--- src/rtl/enc_pkg.sv ---
// Shared types and default sizing for the encoder step controller.
package enc_pkg;

    typedef enum logic {ST_IDLE, ST_CHECK} enc_state_t;

    localparam int unsigned ENC_STABLE_CYC_DFLT = 256;
    localparam int unsigned ENC_CNT_W_DFLT      = 8;
    localparam int unsigned ENC_GLITCH_W        = 8;

endpackage

--- src/rtl/enc_step_ctrl_if.sv ---
// Encoder controller signal bundle; glitch_cnt is present only with ENC_GLITCH_CNT_EN.
interface enc_step_ctrl_if
    import enc_pkg::*;
#(
    parameter int unsigned CNT_W = ENC_CNT_W_DFLT
);
    logic             enc;
    logic             clr;
    logic             enc_db;
    logic             rise_p;
    logic             fall_p;
    logic [CNT_W-1:0] step_cnt;
    logic             busy;
`ifdef ENC_GLITCH_CNT_EN
    logic [ENC_GLITCH_W-1:0] glitch_cnt;

    modport master (
        output enc, clr,
        input  enc_db, rise_p, fall_p, step_cnt, busy, glitch_cnt
    );
    modport slave (
        input  enc, clr,
        output enc_db, rise_p, fall_p, step_cnt, busy, glitch_cnt
    );
`else
    modport master (
        output enc, clr,
        input  enc_db, rise_p, fall_p, step_cnt, busy
    );
    modport slave (
        input  enc, clr,
        output enc_db, rise_p, fall_p, step_cnt, busy
    );
`endif
endinterface

--- src/rtl/enc_sync.sv ---
// SYNC_STG-deep flop chain bringing the raw encoder line into the clk domain.
module enc_sync #(
    parameter int unsigned SYNC_STG = 2
) (
    input  logic clk,
    input  logic rst,
    input  logic d,
    output logic q
);
    logic [SYNC_STG-1:0] stg_q;

    always_ff @(posedge clk or negedge rst) begin
        if (!rst) begin
            stg_q <= '0;
        end else begin
            stg_q <= {stg_q[SYNC_STG-2:0], d};
        end
    end

    assign q = stg_q[SYNC_STG-1];
endmodule

--- src/rtl/enc_step_ctrl.sv ---
// Debounces one encoder line, emits edge pulses and counts accepted rises.
// Optional ENC_GLITCH_CNT_EN adds a saturating count of rejected glitches.
module enc_step_ctrl
    import enc_pkg::*;
#(
    parameter int unsigned STABLE_CYC = ENC_STABLE_CYC_DFLT,
    parameter int unsigned CNT_W      = ENC_CNT_W_DFLT,
    parameter int unsigned SYNC_STG   = 2
) (
    input logic            clk,
    input logic            rst,
    enc_step_ctrl_if.slave bus
);
    localparam int unsigned     CW       = $clog2(STABLE_CYC + 1);
    localparam logic [CW-1:0]   CNT_LAST = CW'(STABLE_CYC - 1);

    enc_state_t       state_q, state_d;
    logic [CW-1:0]    cnt_q, cnt_d;
    logic             enc_s;
    logic             db_q, db_d;
    logic             rise_q, rise_d;
    logic             fall_q, fall_d;
    logic [CNT_W-1:0] step_q, step_d;

    enc_sync #(
        .SYNC_STG (SYNC_STG)
    ) u_sync (
        .clk (clk),
        .rst (rst),
        .d   (bus.enc),
        .q   (enc_s)
    );

    always_ff @(posedge clk or negedge rst) begin
        if (!rst) begin
            state_q <= ST_IDLE;
            cnt_q   <= '0;
            db_q    <= 1'b0;
            rise_q  <= 1'b0;
            fall_q  <= 1'b0;
            step_q  <= '0;
        end else begin
            state_q <= state_d;
            cnt_q   <= cnt_d;
            db_q    <= db_d;
            rise_q  <= rise_d;
            fall_q  <= fall_d;
            step_q  <= step_d;
        end
    end

    always_comb begin
        state_d = state_q;
        cnt_d   = cnt_q;
        db_d    = db_q;
        rise_d  = 1'b0;
        fall_d  = 1'b0;
        case (state_q)
            ST_IDLE: begin
                if (enc_s != db_q) begin
                    state_d = ST_CHECK;
                    cnt_d   = CW'(1);
                end
            end
            ST_CHECK: begin
                if (enc_s == db_q) begin
                    // Any return to the settled level discards all progress.
                    state_d = ST_IDLE;
                    cnt_d   = '0;
                end else if (cnt_q == CNT_LAST) begin
                    state_d = ST_IDLE;
                    cnt_d   = '0;
                    db_d    = enc_s;
                    rise_d  = enc_s;
                    fall_d  = ~enc_s;
                end else begin
                    cnt_d = cnt_q + CW'(1);
                end
            end
            default: begin
                state_d = ST_IDLE;
                cnt_d   = '0;
            end
        endcase
    end

    // clr takes priority over a coincident rise.
    always_comb begin
        step_d = step_q;
        if (bus.clr) begin
            step_d = '0;
        end else if (rise_q) begin
            step_d = step_q + CNT_W'(1);
        end
    end

`ifdef ENC_GLITCH_CNT_EN
    logic [ENC_GLITCH_W-1:0] glitch_q;
    logic                    reject;

    assign reject = (state_q == ST_CHECK) && (enc_s == db_q);

    always_ff @(posedge clk or negedge rst) begin
        if (!rst) begin
            glitch_q <= '0;
        end else if (bus.clr) begin
            glitch_q <= '0;
        end else if (reject && (glitch_q != '1)) begin
            glitch_q <= glitch_q + ENC_GLITCH_W'(1);
        end
    end

    assign bus.glitch_cnt = glitch_q;
`endif

    assign bus.enc_db   = db_q;
    assign bus.rise_p   = rise_q;
    assign bus.fall_p   = fall_q;
    assign bus.step_cnt = step_q;
    assign bus.busy     = (state_q == ST_CHECK);
endmodule

--- src/flat_wrapper.sv ---
// flat-port wrapper written by rule: the top's interface ports become plain ports
module enc_step_ctrl_flat import enc_pkg::*;
#(
    parameter int unsigned STABLE_CYC = ENC_STABLE_CYC_DFLT,
    parameter int unsigned CNT_W      = ENC_CNT_W_DFLT,
    parameter int unsigned SYNC_STG   = 2
)
  (clk, rst, bus_enc, bus_clr, bus_enc_db, bus_rise_p, bus_fall_p, bus_step_cnt, bus_busy);
  enc_step_ctrl_if #(.CNT_W(CNT_W)) bus_i ();
  input logic clk;
  input logic rst;
  input wire logic [$bits(bus_i.enc)-1:0] bus_enc;
  input wire logic [$bits(bus_i.clr)-1:0] bus_clr;
  output wire logic [$bits(bus_i.enc_db)-1:0] bus_enc_db;
  output wire logic [$bits(bus_i.rise_p)-1:0] bus_rise_p;
  output wire logic [$bits(bus_i.fall_p)-1:0] bus_fall_p;
  output wire logic [$bits(bus_i.step_cnt)-1:0] bus_step_cnt;
  output wire logic [$bits(bus_i.busy)-1:0] bus_busy;
  assign bus_i.enc = bus_enc;
  assign bus_i.clr = bus_clr;
  assign bus_enc_db = bus_i.enc_db;
  assign bus_rise_p = bus_i.rise_p;
  assign bus_fall_p = bus_i.fall_p;
  assign bus_step_cnt = bus_i.step_cnt;
  assign bus_busy = bus_i.busy;
  enc_step_ctrl #(.STABLE_CYC(STABLE_CYC), .CNT_W(CNT_W), .SYNC_STG(SYNC_STG)) u_core (.clk(clk), .rst(rst), .bus(bus_i));
endmodule
--- config.mk ---
export PLATFORM = sky130hd
export DESIGN_NAME = enc_step_ctrl_flat
export DESIGN_NICKNAME = d
export VERILOG_FILES = /design/src/rtl/enc_pkg.sv /design/src/rtl/enc_step_ctrl_if.sv /design/src/rtl/enc_sync.sv /design/src/rtl/enc_step_ctrl.sv /design/src/flat_wrapper.sv
export SDC_FILE = /design/constraint.sdc
export NUM_CORES = 1
export LEC_CHECK = 0
export CORE_UTILIZATION = 40
export CTS_CLUSTER_DIAMETER = 50
export DETAILED_ROUTE_END_ITERATION = 10
export SLEW_MARGIN = 10
export SYNTH_ARGS = -nofsm -noshare
export SYNTH_HDL_FRONTEND = slang
export SYNTH_SLANG_ARGS = --single-unit
--- constraint.sdc ---
create_clock -name clk -period 2.68 [get_ports clk]
set_clock_uncertainty 0.2 [all_clocks]
set_input_delay 0.536 -clock clk [delete_from_list [all_inputs] [get_ports clk]]
set_output_delay 0.536 -clock clk [all_outputs]
set_load 0.01 [all_outputs]
## Word-level counts from Yosys, hierarchy flattened

Cells that the tools add are included.

- Bitwise operators: 3
- Mux-type cells: 16
- Reduce and logical (&&, ||, !) cells: 2
- Eq/ne operators: 4
- Add/sub/neg operators: 2

Operators with widths:

| kind | count |
|---|---|
| $mux 9 | 3 |
| $pmux 9 s2 | 1 |
| $mux 8 | 2 |
| $add 9x1->9 const B | 1 |
| $eq 9x8->1 const B | 1 |
| $mux 1 | 9 |
| $add 8x1->8 const B | 1 |
| $not 1->1 | 3 |
| $reduce_and 3->1 | 1 |
| $ne 2x1->1 const B | 1 |
| $pmux 1 s2 | 1 |
| $reduce_bool 2->1 | 1 |
| $eq 1x1->1 | 1 |
| $ne 1x1->1 | 1 |

- Register bits: 23
- Input port bits: 4

## Depth between registers and ports, before layout

Gate-level depths: netlist of the first run.

- Depth in word-level cells: 4
- Depth in mapped cells: 6

## Modules after synthesis

A second synthesis of the first run with hierarchy kept.

- Cells, all modules: 100
- Area, all modules: 1089.8 um^2

Modules (own cells, without submodules):

| module | instances | area an instance (um^2) | cells each |
|---|---|---|---|
| enc_step_ctrl | 1 | 1039.7 | 98 |
| enc_sync | 1 | 50.0 | 2 |

## Least setup slack after synthesis of the first run

Ideal clock, no wire load.

- Kind: reg2reg
- From: reg u_core.cnt_q[0]
- To: reg u_core.cnt_q[3]
- Buffers on the path: 1
- Cell stages (with the launch flop): 7
- Setup slack: 911 ps
- Period minus slack after synthesis: 1769 ps
- Arrival: 1487 ps
- Data required time: 2398 ps
- Cell sequence: dfrtp_1 ha_1 and4_1 buf_6 a211oi_4 a41oi_1 a31oi_1

- Longest elaborated chain between the ends: 4
- Elaborated cells between the ends (all ways): 5
- Those cells by class: add/sub: 1; eq/ne: 1; mux: 3

Ends and longest elaborated chain:

| item | RTL line | RTL |
|---|---|---|
| start: declaration | enc_step_ctrl.sv:18 | `logic [CW-1:0] cnt_q, cnt_d;` |
| start signal: assignment | enc_step_ctrl.sv:44 | `cnt_q <= cnt_d;` |
| $add 9x1->9 or $eq 9x8->1 (tied branches) | enc_step_ctrl.sv:77, enc_step_ctrl.sv:70 |  |
| $mux 9 * | enc_step_ctrl.sv:70 | `end else if (cnt_q == CNT_LAST) begin` |
| $mux 9 * | enc_step_ctrl.sv:66 | `if (enc_s == db_q) begin` |
| $pmux 9 s2 * | enc_step_ctrl.sv:58 | `case (state_q)` |

Every way passes the cells marked *; elsewhere a longest branch is shown, timed or not.
A chain may end at the register's enable or synchronous reset.

## Final worst setup path of the first run

- From: reg u_core.rise_q, in the netlist u_core.bus.rise_p
- To: out bus_rise_p

RTL lines:

| item | RTL line | RTL |
|---|---|---|
| start: declaration | enc_step_ctrl.sv:21 | `logic rise_q, rise_d;` |
| start signal: assignment | enc_step_ctrl.sv:46 | `rise_q <= rise_d;` |
| end: declaration | flat_wrapper.sv:15 | `output wire logic [$bits(bus_i.rise_p)-1:0] bus_rise_p;` |

No word-level cell between the ends.

==> flow_summary.yaml, run 1 <==
sta:
  tightest_slew_ns: 0.378
  rsz0062_at_grt: "no"
  final-setup-viol-count: 0
  finalHoldViolations: 0
  finalCritPeriodShare: 0.822
  slew_violations: 0
  layout_min_cycle_time_ns: 2.20
  finalSetupTns_ns: 0
  max_slew_margin: 0.746
  max_freq_ghz: 0.454
final_layout:
  antenna_cells: 0
  nets: 120
  postLayoutCoreUtil: 0.509
  drive_above_1_share: 0.0885
  area_growth_pct: 19.4
global_route:
  track_usage: 0.151
  grt_max_degree: 24
  overflow: 0
  grt_pass1_wl_um: 3030
  antenna_found_initial: 0
  met3_usage: 0.0621
  grt_pass1_vias: 716
  use_met1: 0.187
  use_met2: 0.238
  gr-max-usage-layer: "met2"
clock_tree:
  clk_pin_slew_ns: 0.13
  numCtsBuffers: 3
  cts_root_buf: "clkbuf_4"
  ctsResizeCount: 0
  cts.sinks: 23
  cts_tree: "done"
  clock_path_buffers: 2
  htreeDepth: 1
  cts_hold_buf: 0
  clock_latency_ns: 0.31
  post_cts_buffers: 0
critical_path:
  crit_slowest_cell: "clkdlybuf4s50_1"
  r2r_slack_ns: 0.73
  worst-path-buf-inv: 1
  critPathKind: "flop to output port"
  endpoint_kind: "output port"
  cp_max_fo: 9
  required_ns: 1.94
  cp.arrival_ns: 1.47
  setup.worst_path.start_class: "flop"
  critPathMaxStageDelay_ns: 0.60
  cp_cell_sequence: "clkdlybuf4s50_1"
  path_delay_family: "buffers and inverters"
synth:
  ys_types: 31
  ys_warn_count: 0
  synth-seq-area-share: 0.540
  synth-edff-count: 0
  synthesis.nets: 102
  ys_async_sr_fraction: 1.00
  synthCells: 96
  ys.flop_type: "dfrtp_1"
  ys_ff_latch: 23
  synth_area_um2: 1070
  synth.avg_cell_area_um2: 11.1
route:
  vias: 780
  drt-total-wl_um: 1810
  ant_nets: 0
  drc: 0
  viasPerCell: 5.45
  drt_pass1_iterations: 2
  wire_per_inst_um: 12.6
  drtIter0Drc: 2
die:
  die_width_um: 53.6
  start_util: 0.426
  core_area_um2: 2500
  io_pins: 16
  fp-row-count: 18
  die_area_um2: 2880
  chipHeight_um: 53.6
place:
  dp_hpwl_um: 1270
  port_buffers: 15
  gp_congestion: 0.749
pwr:
  power_density_nw_per_um2: 442
  ir_drop_mv: 0.428
  leakagePower_nw: 0.540
hold_path:
  hp-class: "flop to flop"
run:
  cap_violations: 0
status:
  outcome: "completed"
[logic make-up (layout without fill, tap and decap cells)]
logic type                 Yosys count  in the layout  synth area share
AOI/OAI and AO/OA                   19             19             0.130
xor gates and xnor gates             9              9            0.0810
adders and majority gates            2              2            0.0235
buffers and inverters                5             22            0.0247
DFF                                 23             23             0.540
muxes                                3              3            0.0305
and+or+nand+nor                     35             35             0.170
[state kept, by name, summed over array words and instances, names as in the netlist]
| signal | count |
|---|---|
| u_core.bus.step_cnt | 8 |
| u_core.bus.enc_db | 1 |
| u_core.cnt_q | 9 |
| u_core.bus.rise_p | 1 |
| u_core.bus.busy | 1 |
| u_core.u_sync.stg_q | 2 |
| u_core.bus.fall_p | 1 |
[synth_stat cells, types with 2 or more instances]
library cell  number  area share
inv_1              2      0.0070
nand3_1            4       0.019
mux2_2             2       0.021
dfrtp_1           23        0.54
a31oi_1            3       0.018
a22o_1             2       0.016
ha_1               2       0.023
a21oi_1            3       0.014
o2111ai_1          2       0.016
nor2_1            11       0.039
o21ai_0            4       0.019
nand2_1            6       0.021
nor3_1             2      0.0094
and3_1             2       0.012
clkbuf_1           2      0.0070
xor2_1             7       0.058
nand4_1            4       0.023
nor3b_1            2       0.014
[cell type report]
class / instances / area (um^2)
Clock buffer: 3 / 22.5
Clock inverter: 1 / 7.51
Fill cell: 240 / 1230
Inverter: 2 / 7.51
Multi-Input combinational cell: 68 / 464
Sequential cell: 23 / 576
Tap cell: 30 / 37.5
Timing Repair Buffer: 16 / 158
[where the power goes]
part / internal, mW / leakage [nW] / switching [mW]
registers: 0.354 / 0.311 / 0.00739
logic: 0.0158 / 0.214 / 0.0219
clock network: 0.0570 / 0.0139 / 0.106
total: 0.427 / 0.540 / 0.135
[stage by stage]
| stage | instances | hold WS [ns] | power [mW] | cell area (um^2) | setup WS [ns] |
|---|---|---|---|---|---|
| 6_report | 143 | 0.183 | 0.562 | 1270 | 0.476 |
| 5_1_grt | 143 | 0.183 | 0.595 | 1270 | 0.372 |
| 4_1_cts | 143 | 0.183 | 0.577 | 1270 | 0.445 |
| 3_5_place_dp | 139 | 0.136 | 0.406 | 1240 | 0.731 |
| 3_3_place_gp | 139 | 0.135 | 0.406 | 1240 | 0.746 |
| 2_1_floorplan | 96 | 0.0404 | 0.387 | 1070 | 0.911 |
[final timing paths]
kind,from,end,depth (start not counted)
worst max-delay path,u_core.bus.rise_p,bus_rise_p,1
worst min-delay path,u_core.u_sync.stg_q[0],u_core.u_sync.stg_q[1],0
worst max register to register,u_core.cnt_q[0],u_core.cnt_q[3],5
worst min register to register,u_core.u_sync.stg_q[0],u_core.u_sync.stg_q[1],0
max in group asynchronous,rst,u_core.bus.step_cnt[0],2
min in group asynchronous,rst,u_core.cnt_q[2],2
[per-layer routing]
layer	vias up	wire [um]
met1	380	893
met2	15	803
met5	-	0
met3	4	85
met4	0	23
li1	381	-
[layout by cell type, fill, tap and decap left out, types with 2 or more instances in the layout]
master	netlist	layout
o21ai_0	4	4
o2111ai_1	2	2
a22o_1	2	2
inv_1	2	2
nand3_1	4	4
nor3_1	2	2
dfrtp_1	23	23
clkbuf_4	0	3
nor3b_1	2	2
clkdlybuf4s50_1	0	15
and3_1	2	2
a21oi_1	3	3
a31oi_1	3	3
nand2_1	6	6
mux2_2	2	2
ha_1	2	2
nor2_1	11	11
xor2_1	7	7
nand4_1	4	4
Note: power is estimated with default switching activity, not from simulation.
==> inputs of run 2 (changes only) <==
Clock period 2.68 ns to 2.25 ns, I/O delays scaled along.
==> run 2 against run 1 <==
Flip-flop and latch count stayed put. Wire length rose by 8.1%. Register-to-register slack got worse by 0.40 ns. Worst hold slack got worse by 0.011 ns. Final cell count stayed put. Combinational power is 22% higher. Critical path depth unchanged. Die area stayed put. Non-clock buffer count unchanged. Clock power grew 20%. Sequential power is 19% higher. Via count down 0.90%. Critical path type unchanged.
==> flow_summary.yaml, run 2 (synthesized netlist as in run 1, its figures left out) <==
status:
  outcome: "completed"
place:
  dp.cells: 139
  gp_congestion: 0.893
  place_area_um2: 1240
  port_buffers: 15
  dp_hpwl_um: 1350
final_layout:
  drive_above_1_share: 0.0885
  largest_register: "u_core.cnt_q"
  antenna_cells: 0
  layout_common_cells: "dfrtp_1 (23), clkdlybuf4s50_1 (15), nor2_1 (11)"
  final_common_cell: "dfrtp_1"
  postLayoutCoreUtil: 0.508
  area_growth_pct: 19.1
  instances_no_fill: 143
  nets: 120
  final_area_um2: 1270
  largest_register_ffs: 9
critical_path:
  path_delay_family: "buffers and inverters"
  critPathKind: "flop to output port"
  cp.arrival_ns: 1.46
  critPathMaxStageDelay_ns: 0.60
  endpoint_kind: "output port"
  cp_max_fo: 9
  cp_cell_sequence: "clkdlybuf4s50_1"
  setup.worst_path.start_class: "flop"
  worst-path-buf-inv: 1
  required_ns: 1.60
  crit_slowest_cell: "clkdlybuf4s50_1"
global_route:
  grt_pass1_vias: 706
  antenna_found_initial: 0
  track_usage: 0.155
  grt_pass1_wl_um: 3150
  grt_max_degree: 24
  overflow: 0
sta:
  finalHoldViolations: 0
  max_slew_margin: 0.723
  tightest_slew_ns: 0.413
  layout_min_cycle_time_ns: 2.11
  final-setup-viol-count: 0
  finalCritPeriodShare: 0.938
  slew_violations: 0
  rsz0062_at_grt: "no"
  finalSetupTns_ns: 0
  max_freq_ghz: 0.474
clock_tree:
  htreeDepth: 1
  numCtsBuffers: 3
  clk_pin_slew_ns: 0.13
  post_cts_buffers: 0
  cts_hold_buf: 0
  clock_latency_ns: 0.31
  clock_path_buffers: 2
  cts.sinks: 23
  ctsResizeCount: 0
  cts_root_buf: "clkbuf_4"
  cts_tree: "done"
die:
  chipHeight_um: 53.6
  fp-row-count: 18
  io_pins: 16
  start_util: 0.426
  die_area_um2: 2880
  die_width_um: 53.6
  core_area_um2: 2500
route:
  drc: 0
  ant_nets: 0
  drtIter0Drc: 20
  drt-total-wl_um: 1950
  vias: 773
  viasPerCell: 5.41
  wire_per_inst_um: 13.7
  drt_pass1_iterations: 4
run:
  cap_violations: 0
hold_path:
  hp-class: "flop to flop"
pwr:
  power_density_nw_per_um2: 529
  finalPower_mw: 0.672
  ir_drop_mv: 0.431
  leakagePower_nw: 0.543
==> run 2: where the power goes <==
part / internal, mW / switching, mW / total, mW
logic: 0.0189 / 0.0271 / 0.0460
clock network: 0.0665 / 0.129 / 0.196
registers: 0.421 / 0.00857 / 0.430
==> run 2: per-layer routing <==
layer	global-route usage	vias to the layer above	wire, um
met5	0	-	0
met4	0.0263	0	15
met3	0.0621	2	106
met2	0.233	24	868
met1	0.211	367	961
li1	-	380	-
==> run 2: area by class of cell <==
| type | count | area (um^2) |
|---|---|---|
| Inverter | 2 | 7.51 |
| Timing Repair Buffer | 16 | 158 |
| Tap cell | 30 | 37.5 |
| Multi-Input combinational cell | 68 | 464 |
| Clock inverter | 1 | 5.00 |
| Fill cell | 224 | 1230 |
| Sequential cell | 23 | 576 |
| Clock buffer | 3 | 22.5 |
==> run 2: final timing paths <==
path,end,from,depth (start not counted),slack [ns]
max,bus_rise_p,u_core.bus.rise_p,1,0.14
min,u_core.u_sync.stg_q[1],u_core.u_sync.stg_q[0],0,0.17
max reg2reg,u_core.cnt_q[3],u_core.cnt_q[0],5,0.33
min reg2reg,u_core.u_sync.stg_q[1],u_core.u_sync.stg_q[0],0,0.17
max in group asynchronous,u_core.cnt_q[6],rst,2,1.35
min in group asynchronous,u_core.bus.step_cnt[7],rst,2,0.26
==> run 2: through the flow <==
step                      hold WS, ns  setup WS (ns)
final                           0.172          0.139
after global routing            0.175         0.0595
after CTS                       0.175          0.129
after detailed placement        0.136          0.330
after global placement          0.136          0.340
after floorplan               -0.0456          0.481
==> inputs of run 3 (changes only) <==
Settings changed: HOLD_SLACK_MARGIN set to 0.15, SKIP_CTS_REPAIR_TIMING set to 1.
==> results of run 3 <==
Same layout as run 2: the final DEF is identical, and so are final timing and power.
